### config.mk
export PLATFORM = sky130hd
export DESIGN_NAME = tiny_fpga_cfg_sequencer
export DESIGN_NICKNAME = d
export VERILOG_FILES = /design/src/rtl/tiny_fpga_cfg_sequencer.sv
export SDC_FILE = /design/constraint.sdc
export NUM_CORES = 1
export LEC_CHECK = 0
export ABC_AREA = 1
export BUFFER_PORTS_ARGS = -buffer_cell sky130_fd_sc_hd__buf_4
export CORE_MARGIN = 4
export CORE_UTILIZATION = 42
export CTS_BUF_LIST = sky130_fd_sc_hd__clkbuf_8 sky130_fd_sc_hd__clkbuf_16
export DETAILED_ROUTE_END_ITERATION = 10
export SLEW_MARGIN = 20
export SYNTH_ARGS = -nofsm -noshare
export SYNTH_HDL_FRONTEND = slang
export SYNTH_SLANG_ARGS = --single-unit
### constraint.sdc
create_clock -name clk -period 2.4 [get_ports clk]
set_clock_uncertainty 0.15 [all_clocks]
set_input_delay 0.12 -clock clk [delete_from_list [all_inputs] [get_ports clk]]
set_output_delay 0.12 -clock clk [all_outputs]
set_load 0.01 [all_outputs]
### src/rtl/tiny_fpga_cfg_sequencer.sv
// tiny_fpga_cfg_sequencer: byte-wide host bitstream to 1-bit fabric
// config stream, LSB first, with cfg/run sequencing for tiny_fpga.
// Ports: clk, rst (sync, active-high), start;
//   s_tvalid/s_tready/s_tdata[7:0]/s_tlast  host byte stream;
//   fab_tvalid/fab_tready/fab_tdata/fab_tlast  fabric bit stream;
//   fab_cfg, fab_cfg_ready, fab_run  fabric mode control;
//   busy, err  status (err sticky until start or rst).
// Optional: define CFG_TIMEOUT_EN for the cfg_ready watchdog.
module tiny_fpga_cfg_sequencer #(
  parameter int EXPECTED_BITS  = 64,
  parameter int TIMEOUT_CYCLES = 1024
) (
  input  logic       clk,
  input  logic       rst,
  input  logic       start,
  input  logic       s_tvalid,
  output logic       s_tready,
  input  logic [7:0] s_tdata,
  input  logic       s_tlast,
  output logic       fab_tvalid,
  input  logic       fab_tready,
  output logic       fab_tdata,
  output logic       fab_tlast,
  output logic       fab_cfg,
  input  logic       fab_cfg_ready,
  output logic       fab_run,
  output logic       busy,
  output logic       err
);

  localparam int CW = $clog2(EXPECTED_BITS + 1);
  localparam logic [CW-1:0] EXP_CNT = CW'(EXPECTED_BITS);

  typedef enum logic [2:0] {
    IDLE,
    ENTER,
    SHIFT,
    WAIT_RDY,
    RUN,
    ERROR
  } state_t;

  state_t state;
  state_t nxt;

  logic          holding;
  logic          last_flag;
  logic [7:0]    sr;
  logic [2:0]    bit_idx;
  logic [CW-1:0] bit_cnt;

  logic          hold_d;
  logic          last_d;
  logic [7:0]    sr_d;
  logic [2:0]    idx_d;
  logic [CW-1:0] cnt_d;

  logic          fab_hs;
  logic          host_hs;
  logic [CW-1:0] cnt_inc;
  logic          to_hit;

  logic cfg_d;
  logic run_d;
  logic busy_d;
  logic err_d;

  assign fab_tvalid = holding;
  assign fab_tdata  = sr[0];

  assign fab_hs  = (state == SHIFT) && holding && fab_tready;
  assign cnt_inc = bit_cnt + 1'b1;

  // A new byte may land in the same cycle the current byte's
  // final bit leaves, so a continuous stream has no bubble.
  assign s_tready = (state == SHIFT) &&
                    (!holding ||
                     (bit_idx == 3'd7 && fab_tready && !last_flag));

  assign host_hs = s_tvalid && s_tready;

`ifdef CFG_TIMEOUT_EN
  localparam int TW = $clog2(TIMEOUT_CYCLES + 1);

  logic [TW-1:0] to_cnt;

  assign to_hit = (to_cnt == TW'(TIMEOUT_CYCLES - 1));

  always_ff @(posedge clk) begin
    if (rst || state != WAIT_RDY) begin
      to_cnt <= '0;
    end else begin
      to_cnt <= to_cnt + 1'b1;
    end
  end
`else
  logic unused_to;

  assign unused_to = ^TIMEOUT_CYCLES;
  assign to_hit    = 1'b0;
`endif

  always_ff @(posedge clk) begin
    if (rst) begin
      state   <= IDLE;
      fab_cfg <= 1'b0;
      fab_run <= 1'b0;
      busy    <= 1'b0;
      err     <= 1'b0;
    end else begin
      state   <= nxt;
      fab_cfg <= cfg_d;
      fab_run <= run_d;
      busy    <= busy_d;
      err     <= err_d;
    end
  end

  always_comb begin
    nxt = state;
    unique case (state)
      IDLE: begin
        if (start) nxt = ENTER;
      end
      ENTER: begin
        nxt = SHIFT;
      end
      SHIFT: begin
        if (fab_hs) begin
          if (fab_tlast) begin
            nxt = (cnt_inc == EXP_CNT) ? WAIT_RDY : ERROR;
          end else if (cnt_inc == EXP_CNT) begin
            nxt = ERROR;
          end
        end
      end
      WAIT_RDY: begin
        if (fab_cfg_ready) begin
          nxt = RUN;
        end else if (to_hit) begin
          nxt = ERROR;
        end
      end
      RUN, ERROR: begin
        if (start) nxt = ENTER;
      end
      default: begin
        nxt = IDLE;
      end
    endcase
  end

  // Outputs are registered from the next state so they change
  // on the same edge as the transition.
  always_comb begin
    cfg_d  = (nxt == ENTER) || (nxt == SHIFT) ||
             (nxt == WAIT_RDY);
    busy_d = cfg_d;
    run_d  = (nxt == RUN);
    err_d  = (nxt == ERROR);
  end

  // Serializer state is wiped whenever SHIFT is not the next
  // state, so every load starts from a clean slate.
  always_comb begin
    hold_d = holding;
    last_d = last_flag;
    sr_d   = sr;
    idx_d  = bit_idx;
    cnt_d  = bit_cnt;
    if (nxt != SHIFT) begin
      hold_d = 1'b0;
      last_d = 1'b0;
      sr_d   = '0;
      idx_d  = '0;
      cnt_d  = '0;
    end else begin
      if (fab_hs) begin
        sr_d  = {1'b0, sr[7:1]};
        idx_d = bit_idx + 3'd1;
        cnt_d = cnt_inc;
        if (bit_idx == 3'd7) hold_d = 1'b0;
      end
      if (host_hs) begin
        sr_d   = s_tdata;
        idx_d  = '0;
        last_d = s_tlast;
        hold_d = 1'b1;
      end
    end
  end

  always_ff @(posedge clk) begin
    if (rst) begin
      holding   <= 1'b0;
      last_flag <= 1'b0;
      sr        <= '0;
      bit_idx   <= '0;
      bit_cnt   <= '0;
      fab_tlast <= 1'b0;
    end else begin
      holding   <= hold_d;
      last_flag <= last_d;
      sr        <= sr_d;
      bit_idx   <= idx_d;
      bit_cnt   <= cnt_d;
      fab_tlast <= hold_d && last_d && (idx_d == 3'd7);
    end
  end

endmodule

==> flow_summary.toml, run 1 <==
[timing]
drv_slew = 0
period_share = 0.913
finalHoldViolCount = 0
setup_viol = 0
whs_ns = 0.0363
tightest_slew_ns = 0.329
finalCriticalPeriod_ns = 2.19
relSlewSlack = 0.778
fmax_ghz = 0.456

[clock_tree]
clockRootBuffer = "clkbuf_8"
path_clk_slew_ns = 0.10
cts_buffers = 3
clk_path_buf_depth = 2
cts_max_level = 1
cts_tree = "built"
cts.sink_count = 27
insertion_delay_ns = 0.27
cts_setup_buffers = 0

[setup_path]
startpoint_type = "flip-flop"
crit_family = "simple AND/OR/NAND/NOR gates"
critPathBufInv = 1
arrival_ns = 2.20
crit_chain = "ha_2 -> nand2_1 -> o21ai_1 -> nand3_1 -> nor2_2 -> nand2_2 -> nand2_2 -> nand2_2 -> o21ai_2 -> nor2_4 -> nand2_4 -> buf_12 -> a21oi_1"
critPathSlowestCell = "dfxtp_2"
crit_required_ns = 2.41
path_class = "reg -> reg"
cp_max_fo = 19
end_kind = "flip-flop"
cp_slowest_stage_delay_ns = 0.38
crit_top_cell = "nand2_2"

[floorplanning]
dieWidth_um = 67.3
initial_core_util = 0.439
chipHeight_um = 67.3
dieArea_um2 = 4530
boundaryPins = 23
fp.coreArea_um2 = 3360
rows = 21

[power]
sw_frac_of_total = 0.247
intPower_w = 0.000614
p_comb_frac = 0.120
peakVddDrop_uv = 249
p_sw_w = 0.000201
power.total_w = 0.000816
power_frac_seq = 0.562
clkPwrFrac = 0.318
p_leak_nw = 0.730
pwr_density_cell_nw_per_um2 = 461

[drt]
wire_per_inst_um = 10.7
wirelength_mm = 2.88
drt-initial-drc-count = 40
vias = 1283
viasPerCell = 4.75
drc = 0
drt_pre_antenna_iters = 4
drtAntennaViolNets = 0

[hold_path]
min_path_type = "in -> reg"

[global_routing]
grt_first_pass_wirelength_mm = 5.26
grt.total_usage = 0.148
grt_max_degree = 22
grt_pass1_vias = 1301
overflow = 0
antenna_found_initial = 0

[placed_design]
io_buffers = 22
hpwlAfterDp_mm = 2.07
gp_congestion = 0.746

[synthesis]
seq_area_frac_synth = 0.366
synth-edff-count = 0
async_flop_share = 0
synthDistinctLibCells = 31
synth.avg_cell_area_um2 = 7.46
yosysWarningCount = 0
syn_nets = 217
synthFlopType = "dfxtp_1"
postSynthCellCount = 198
synthesis.area_um2 = 1480
ys_ff_latch = 27

[run]
max_cap_viol_count = 0

[finish]
drive_gt1_frac = 0.268
syn2layout_area_growth_pct = 19.9
final_cell_mix = "43 x nand2_1, 25 x dfxtp_1, 23 x buf_4, 22 x inv_1, 21 x nor2_1"
final_common_cell = "nand2_1"
diodes = 0
nNetsFinal = 244

[outcome]
run_status = "finished, final reports clean"
worst min-delay path, stage by stage:
cell and delay [ns]:
buf_4 0.09, nand2_1 0.05, nand2_1 0.09, a21oi_1 0.07
cells in the mapped netlist (2+ instances only):
library cell   n  area (um2)
a21oi_1        8        40.0
or2_2          2        12.5
nor2_1        21        78.8
nand4_1        2        12.5
dfxtp_1       27         541
nand3_1        7        35.0
inv_1         22        82.6
nor2_2         2        12.5
xor2_1         2        17.5
nor3_1         3        15.0
o21ai_1        2        10.0
nand2_1       43         161
clkbuf_1       2        7.51
buf_4          2        15.0
ha_1           4        50.1
o21ai_0       13        65.1
nor2_4        11         124
nand2_2        5        31.3
a31oi_1        7        43.8
clkinv_2       2        10.0
registers in the layout, indices dropped and copies added, names as in the netlist:
register and count:
fab_tlast 1, busy 1, sr 8, bit_cnt 7, fab_run 1, last_flag 1, state 3, bit_idx 3
err 1, fab_tvalid 1
per-stage QoR:
step / TNS (ns) / cell area, um2 / util / std cells / worst slack (ns)
CTS: 0 / 1770 / 0.525 / 270 / 0.125
global placement: 0 / 1680 / 0.499 / 262 / 0.196
detailed placement: 0 / 1680 / 0.499 / 262 / 0.145
global route: -0.00212 / 1770 / 0.526 / 270 / -0.00144
finish: 0 / 1770 / 0.526 / 270 / 0.208
floorplan: 0 / 1480 / - / 198 / 0.324
area by class of cell:
type | count | area, um2
fillers | 344 | 1590
multi-input cells | 140 | 795
flip-flops and latches | 27 | 543
repair buffers | 28 | 233
inverters | 25 | 96.3
well taps | 46 | 57.6
clock buffers | 3 | 41.3
clock inverters | 1 | 5.00
power groups by stage:
stage               clock network [W]  registers (W)   logic, W
finish                       0.000260       0.000458  0.0000975
global route                 0.000284       0.000459   0.000109
CTS                          0.000273       0.000459  0.0000984
detailed placement                  0       0.000469  0.0000926
global placement                    0       0.000469  0.0000920
floorplan                           0       0.000469  0.0000585
what timing repair did:
action,4_1_cts,5_1_grt
endpoints found under the setup margin,0,19
hold endpoints to repair,6,0
gates resized for setup,0,3
hold buffers,4,0
worst paths after layout:
path | from | endpoint | slack (ns) | cells after the start
setup / recovery | bit_cnt[0] | sr[7] | 0.21 | 13
hold / removal | fab_cfg_ready | state[1] | 0.04 | 4
setup reg to reg | bit_cnt[0] | sr[7] | 0.21 | 13
hold reg to reg | last_flag | last_flag | 0.34 | 2
routing by layer:
layer | GRT usage | vias up | routed length (um)
met5 | 0 | - | 0
met3 | 0.0266 | 4 | 101
li1 | - | 682 | -
met2 | 0.271 | 21 | 1500
met4 | 0.0608 | 0 | 24
met1 | 0.167 | 576 | 1250
kinds of logic (layout without fill, tap and decap cells):
family	count (synthesis)	count (layout)	synth area share
compound gates	34	34	0.137
xor+xnor	2	2	0.0119
flops	27	27	0.366
buf+inv	31	57	0.0975
fa+ha+maj	4	4	0.0339
simple gates	100	100	0.353
Note: power is estimated with default switching activity, not from simulation.
==> run 2, diff against run 1 <==
--- a/config.mk
+++ b/config.mk
@@ -7,10 +7,13 @@
 export LEC_CHECK = 0
 export ABC_AREA = 1
 export BUFFER_PORTS_ARGS = -buffer_cell sky130_fd_sc_hd__buf_4
+export CELL_PAD_IN_SITES_DETAIL_PLACEMENT = 0
+export CELL_PAD_IN_SITES_GLOBAL_PLACEMENT = 1
 export CORE_MARGIN = 4
-export CORE_UTILIZATION = 42
+export CORE_UTILIZATION = 40
 export CTS_BUF_LIST = sky130_fd_sc_hd__clkbuf_8 sky130_fd_sc_hd__clkbuf_16
 export DETAILED_ROUTE_END_ITERATION = 10
+export PLACE_DENSITY_LB_ADDON = 0.1
 export SLEW_MARGIN = 20
 export SYNTH_ARGS = -nofsm -noshare
 export SYNTH_HDL_FRONTEND = slang
==> run 2 against run 1 <==
  * Clock power decreased by 2%
  * Combinational power about the same
  * Sequential share of layout area decreased by 0.12 points
  * Global-route usage decreased by 1.0 points
  * Largest cell class unchanged
  * Core utilization decreased by 1.2 points
  * First-iteration DRC count increased by 73%
  * Wire length increased by 3.4%
  * Flip-flop and latch count unchanged
  * Clock-buffer cell count unchanged
  * Cell count increased by 0.37%
  * Non-clock buffer count increased by 1
  * Worst setup slack improved by 0.034 ns
==> flow_summary.toml, run 2 (synthesis results as in run 1) <==
[timing]
finalCriticalPeriod_ns = 2.16
relSlewSlack = 0.771
whs_ns = 0.0376
tns_ns = 0
finalHoldViolCount = 0
setup_slack_ns = 0.242
drv_slew = 0
tightest_slew_ns = 0.340
setup_viol = 0
fmax_ghz = 0.463
period_share = 0.899
rsz0062_at_grt = "false"

[floorplanning]
dieWidth_um = 68.8
fp.coreArea_um2 = 3440
dieArea_um2 = 4730
initial_core_util = 0.429
boundaryPins = 23
rows = 21
chipHeight_um = 68.8

[finish]
final_common_cell = "nand2_1"
largest_register_ffs = 8
final_cell_mix = "43 x nand2_1, 27 x dfxtp_1, 25 x buf_4, 22 x inv_1, 21 x nor2_1"
nNetsFinal = 245
fillCellCount = 346
diodes = 0
regMostFlops = "sr"
reg_top3 = "sr (8), bit_cnt (7)"
syn2layout_area_growth_pct = 19.8
drive_gt1_frac = 0.258

[hold_path]
min_path_type = "in -> reg"

[placed_design]
hpwlAfterDp_mm = 2.18
pre_cts_ws_ns = 0.129
io_buffers = 22
gp_congestion = 0.895

[clock_tree]
path_clk_slew_ns = 0.10
cts.sink_count = 27
cts_tree = "built"
insertion_delay_ns = 0.27
clk_path_buf_depth = 2
cts_setup_buffers = 0
clockRootBuffer = "clkbuf_8"
cts_max_level = 1
cts_buffers = 3

[setup_path]
arrival_ns = 2.23
cp_max_fo = 19
rr_endpoint = "fab_tlast"
crit_chain = "ha_1 -> ha_1 -> nand3b_1 -> a21boi_2 -> nand2_2 -> clkinv_2 -> nor3_1 -> nand4_1 -> nor2_1"
reg2reg_depth = 9
cp_slowest_stage_delay_ns = 0.33
cp-endpoint = "fab_tlast"
end_kind = "flip-flop"
crit_top_cell = "ha_1"
path_class = "reg -> reg"
regToRegSetupSlack_ns = 0.24
crit_required_ns = 2.47
startpoint_type = "flip-flop"
setup.worst_path.start = "bit_idx[0]"
r2r_start = "bit_idx[0]"
critPathSlowestCell = "nor3_1"

[global_routing]
busiest_layer = "met2"
grt_first_pass_wirelength_mm = 5.04
antenna_found_initial = 0
grt_util_met3 = 0.0243
use_met2 = 0.238
overflow = 0
grt_pass1_vias = 1175
grt_max_degree = 22
grt.total_usage = 0.138
globalRouteMet1Util = 0.176

[power]
p_leak_nw = 0.724
pwr_density_cell_nw_per_um2 = 458
peakVddDrop_uv = 245

[drt]
drt-initial-drc-count = 69
vias = 1309
wire_per_inst_um = 11.0
wirelength_mm = 2.97
drt_pre_antenna_iters = 4
viasPerCell = 4.83
drtAntennaViolNets = 0
drc = 0

[outcome]
run_status = "finished, final reports clean"

[run]
max_cap_viol_count = 0
run 2: critical path: cells and delay by family (launching register included):
kind	cells	cell delay, ns
fa+ha+maj	2	0.40
simple gates	5	0.89
compound gates	1	0.07
flops	1	0.32
buf+inv	1	0.27
run 2: worst min path at each step:
stage / depth (start not counted) / slack [ns] / startpoint / end
2_1_floorplan: 1 / 0.04 / rst / state[1]
3_3_place_gp: 2 / 0.16 / rst / state[0]
3_5_place_dp: 2 / 0.16 / rst / state[1]
4_1_cts: 4 / 0.04 / fab_cfg_ready / state[1]
5_1_grt: 4 / 0.08 / fab_cfg_ready / state[1]
6_report: 4 / 0.04 / fab_cfg_ready / state[1]
run 2: per-stage QoR:
step           utilization  cell area (um2)  instances  power (W)
2_1_floorplan            -             1480        198   0.000528
3_3_place_gp         0.486             1670        263   0.000556
3_5_place_dp         0.486             1670        263   0.000558
4_1_cts              0.511             1760        271   0.000818
5_1_grt              0.514             1770        271   0.000848
6_report             0.514             1770        271   0.000811
run 2: layer usage:
| layer | up-vias | wire length [um] |
|---|---|---|
| li1 | 681 | - |
| met1 | 600 | 1390 |
| met2 | 26 | 1430 |
| met3 | 2 | 129 |
| met4 | 0 | 16 |
| met5 | - | 0 |
run 2: where the power goes:
group / internal (W) / switching, W
Combinational: 0.0000420 / 0.0000554
Clock: 0.000116 / 0.000139
Sequential: 0.000454 / 0.00000454
run 2: layout make-up:
| class | instances | area [um2] | share of cell area |
|---|---|---|---|
| inverter | 25 | 96.3 | 0.0545 |
| clock buffer | 3 | 41.3 | 0.0233 |
| multi-input combinational | 140 | 801 | 0.453 |
| sequential | 27 | 541 | 0.306 |
| clock inverter | 1 | 5.00 | 0.00283 |
| timing repair buffer | 29 | 228 | 0.129 |
| tap | 46 | 57.6 | 0.0325 |
run 2: timing repair:
item	in CTS	in global routing
endpoints found under the setup margin	0	9
resized for setup	0	1
hold buffers	4	0
hold endpoints to repair	6	0
==> run 3, diff against run 2 <==
--- a/config.mk
+++ b/config.mk
@@ -7,7 +7,7 @@
 export LEC_CHECK = 0
 export ABC_AREA = 1
 export BUFFER_PORTS_ARGS = -buffer_cell sky130_fd_sc_hd__buf_4
-export CELL_PAD_IN_SITES_DETAIL_PLACEMENT = 0
+export CELL_PAD_IN_SITES_DETAIL_PLACEMENT = 1
 export CELL_PAD_IN_SITES_GLOBAL_PLACEMENT = 1
 export CORE_MARGIN = 4
 export CORE_UTILIZATION = 40
==> run 3 against run 2 <==
  * Critical path depth up 3
  * Sequential share of layout area decreased by 0.11 points
  * Flip-flop and latch count is the same
  * Core utilization is 0.18 points higher
  * Sequential power about the same
  * Combinational power barely moved
  * Non-clock buffer count unchanged
  * Die area unchanged
  * Worst hold slack better by 0.015 ns
  * Power rose by 0.60%
  * Highest routed layer unchanged
==> flow_summary.toml, run 3 (synthesis results as in run 1) <==
[clock_tree]
insertion_delay_ns = 0.27
cts_max_level = 1
cts_tree = "built"
cts.sink_count = 27
clk_path_buf_depth = 2
path_clk_slew_ns = 0.09
clockRootBuffer = "clkbuf_8"
cts_setup_buffers = 0
cts_buffers = 3

[drt]
drc = 0
vias = 1335
wirelength_mm = 3.50
viasPerCell = 4.93
drtAntennaViolNets = 0
wire_per_inst_um = 12.9
drt_pre_antenna_iters = 4
drt-initial-drc-count = 73

[finish]
fillCellCount = 451
syn2layout_area_growth_pct = 20.3
final_common_cell = "nand2_1"
reg_top3 = "sr (8), bit_cnt (7)"
nNetsFinal = 245
final_cell_mix = "43 x nand2_1, 27 x dfxtp_1, 25 x buf_4, 23 x inv_1, 21 x nor2_1"
diodes = 0
largest_register_ffs = 8
postLayoutCoreUtil = 0.516
regMostFlops = "sr"
drive_gt1_frac = 0.262

[power]
p_comb_frac = 0.123
power_frac_seq = 0.562
pwr_density_cell_nw_per_um2 = 459
peakVddDrop_uv = 331
sw_frac_of_total = 0.252
power.total_w = 0.000815
intPower_w = 0.000610
p_sw_w = 0.000205
clkPwrFrac = 0.315
p_leak_nw = 0.727

[global_routing]
antenna_found_initial = 0
grt_max_degree = 22
grt_first_pass_wirelength_mm = 5.98
grt_pass1_vias = 1378
overflow = 0
grt.total_usage = 0.165

[setup_path]
path_class = "reg -> reg"
arrival_ns = 2.20
startpoint_type = "flip-flop"
crit_required_ns = 2.41
end_kind = "flip-flop"
cp_max_fo = 19

[timing]
setup_viol = 0
setup_slack_ns = 0.206
fmax_ghz = 0.456
relSlewSlack = 0.757
finalCriticalPeriod_ns = 2.19
finalHoldViolCount = 0
period_share = 0.914
drv_slew = 0
tightest_slew_ns = 0.360

[floorplanning]
initial_core_util = 0.429
fp.coreArea_um2 = 3440
boundaryPins = 23
rows = 21
dieWidth_um = 68.8
dieArea_um2 = 4730
chipHeight_um = 68.8

[outcome]
run_status = "finished, final reports clean"

[placed_design]
io_buffers = 22
hpwlAfterDp_mm = 2.62
pre_cts_ws_ns = 0.0624
gp_congestion = 0.895

[run]
max_cap_viol_count = 0

[hold_path]
min_path_type = "in -> reg"
[run 3: what timing repair did]
item,in CTS,in global routing
gates resized for setup,0,3
endpoints found under the setup margin,0,20
hold buffers,4,0
hold endpoints to repair,6,0
[run 3: final cells by class]
type	instances	area, um2	area share
repair buffers	29	228	0.128
flip-flops and latches	27	541	0.304
well taps	46	57.6	0.0324
multi-input cells	140	808	0.455
clock buffers	3	41.3	0.0233
clock inverters	1	3.75	0.00211
inverters	25	96.3	0.0543
[run 3: stage by stage]
step | cell area [um2] | hold slack, ns | std cells | setup TNS [ns]
2_1_floorplan | 1480 | 0.0391 | 198 | 0
3_3_place_gp | 1670 | 0.163 | 263 | 0
3_5_place_dp | 1670 | 0.172 | 263 | 0
4_1_cts | 1760 | 0.0466 | 271 | 0
5_1_grt | 1780 | 0.0605 | 271 | -0.00234
6_report | 1780 | 0.0530 | 271 | 0
[run 3: critical path, stage by stage, from the launching register on]
cell and delay, ns:
dfxtp_1 0.35, ha_2 0.23, nand2_1 0.09, o21ai_1 0.16, nand3_1 0.11, nor2_2 0.10
nand2_2 0.07, nand2_2 0.10, nand2_2 0.07, o21ai_2 0.24, nor2_4 0.09, nand2_8 0.22
a21oi_1 0.07
[run 3: final timing paths]
check,startpoint,endpoint,slack [ns],cells after the start
min reg2reg,last_flag,last_flag,0.34,2
max,bit_cnt[0],sr[7],0.21,12
min,fab_cfg_ready,state[1],0.05,4
max reg2reg,bit_cnt[0],sr[7],0.21,12
[run 3: power by group through the flow]
stage,clock [W],sequential [W],combinational [W]
finish,0.000257,0.000459,0.000100
global route,0.000279,0.000459,0.000110
CTS,0.000265,0.000459,0.0000973
detailed placement,0,0.000469,0.0000918
global placement,0,0.000469,0.0000875
floorplan,0,0.000469,0.0000585
[run 3: per-layer routing]
layer	global-route usage	up-vias	share of wire
li1	-	683	-
met1	0.191	631	0.45
met2	0.302	17	0.51
met3	0.0259	4	0.027
met4	0.0657	0	0.0088
met5	0	-	0
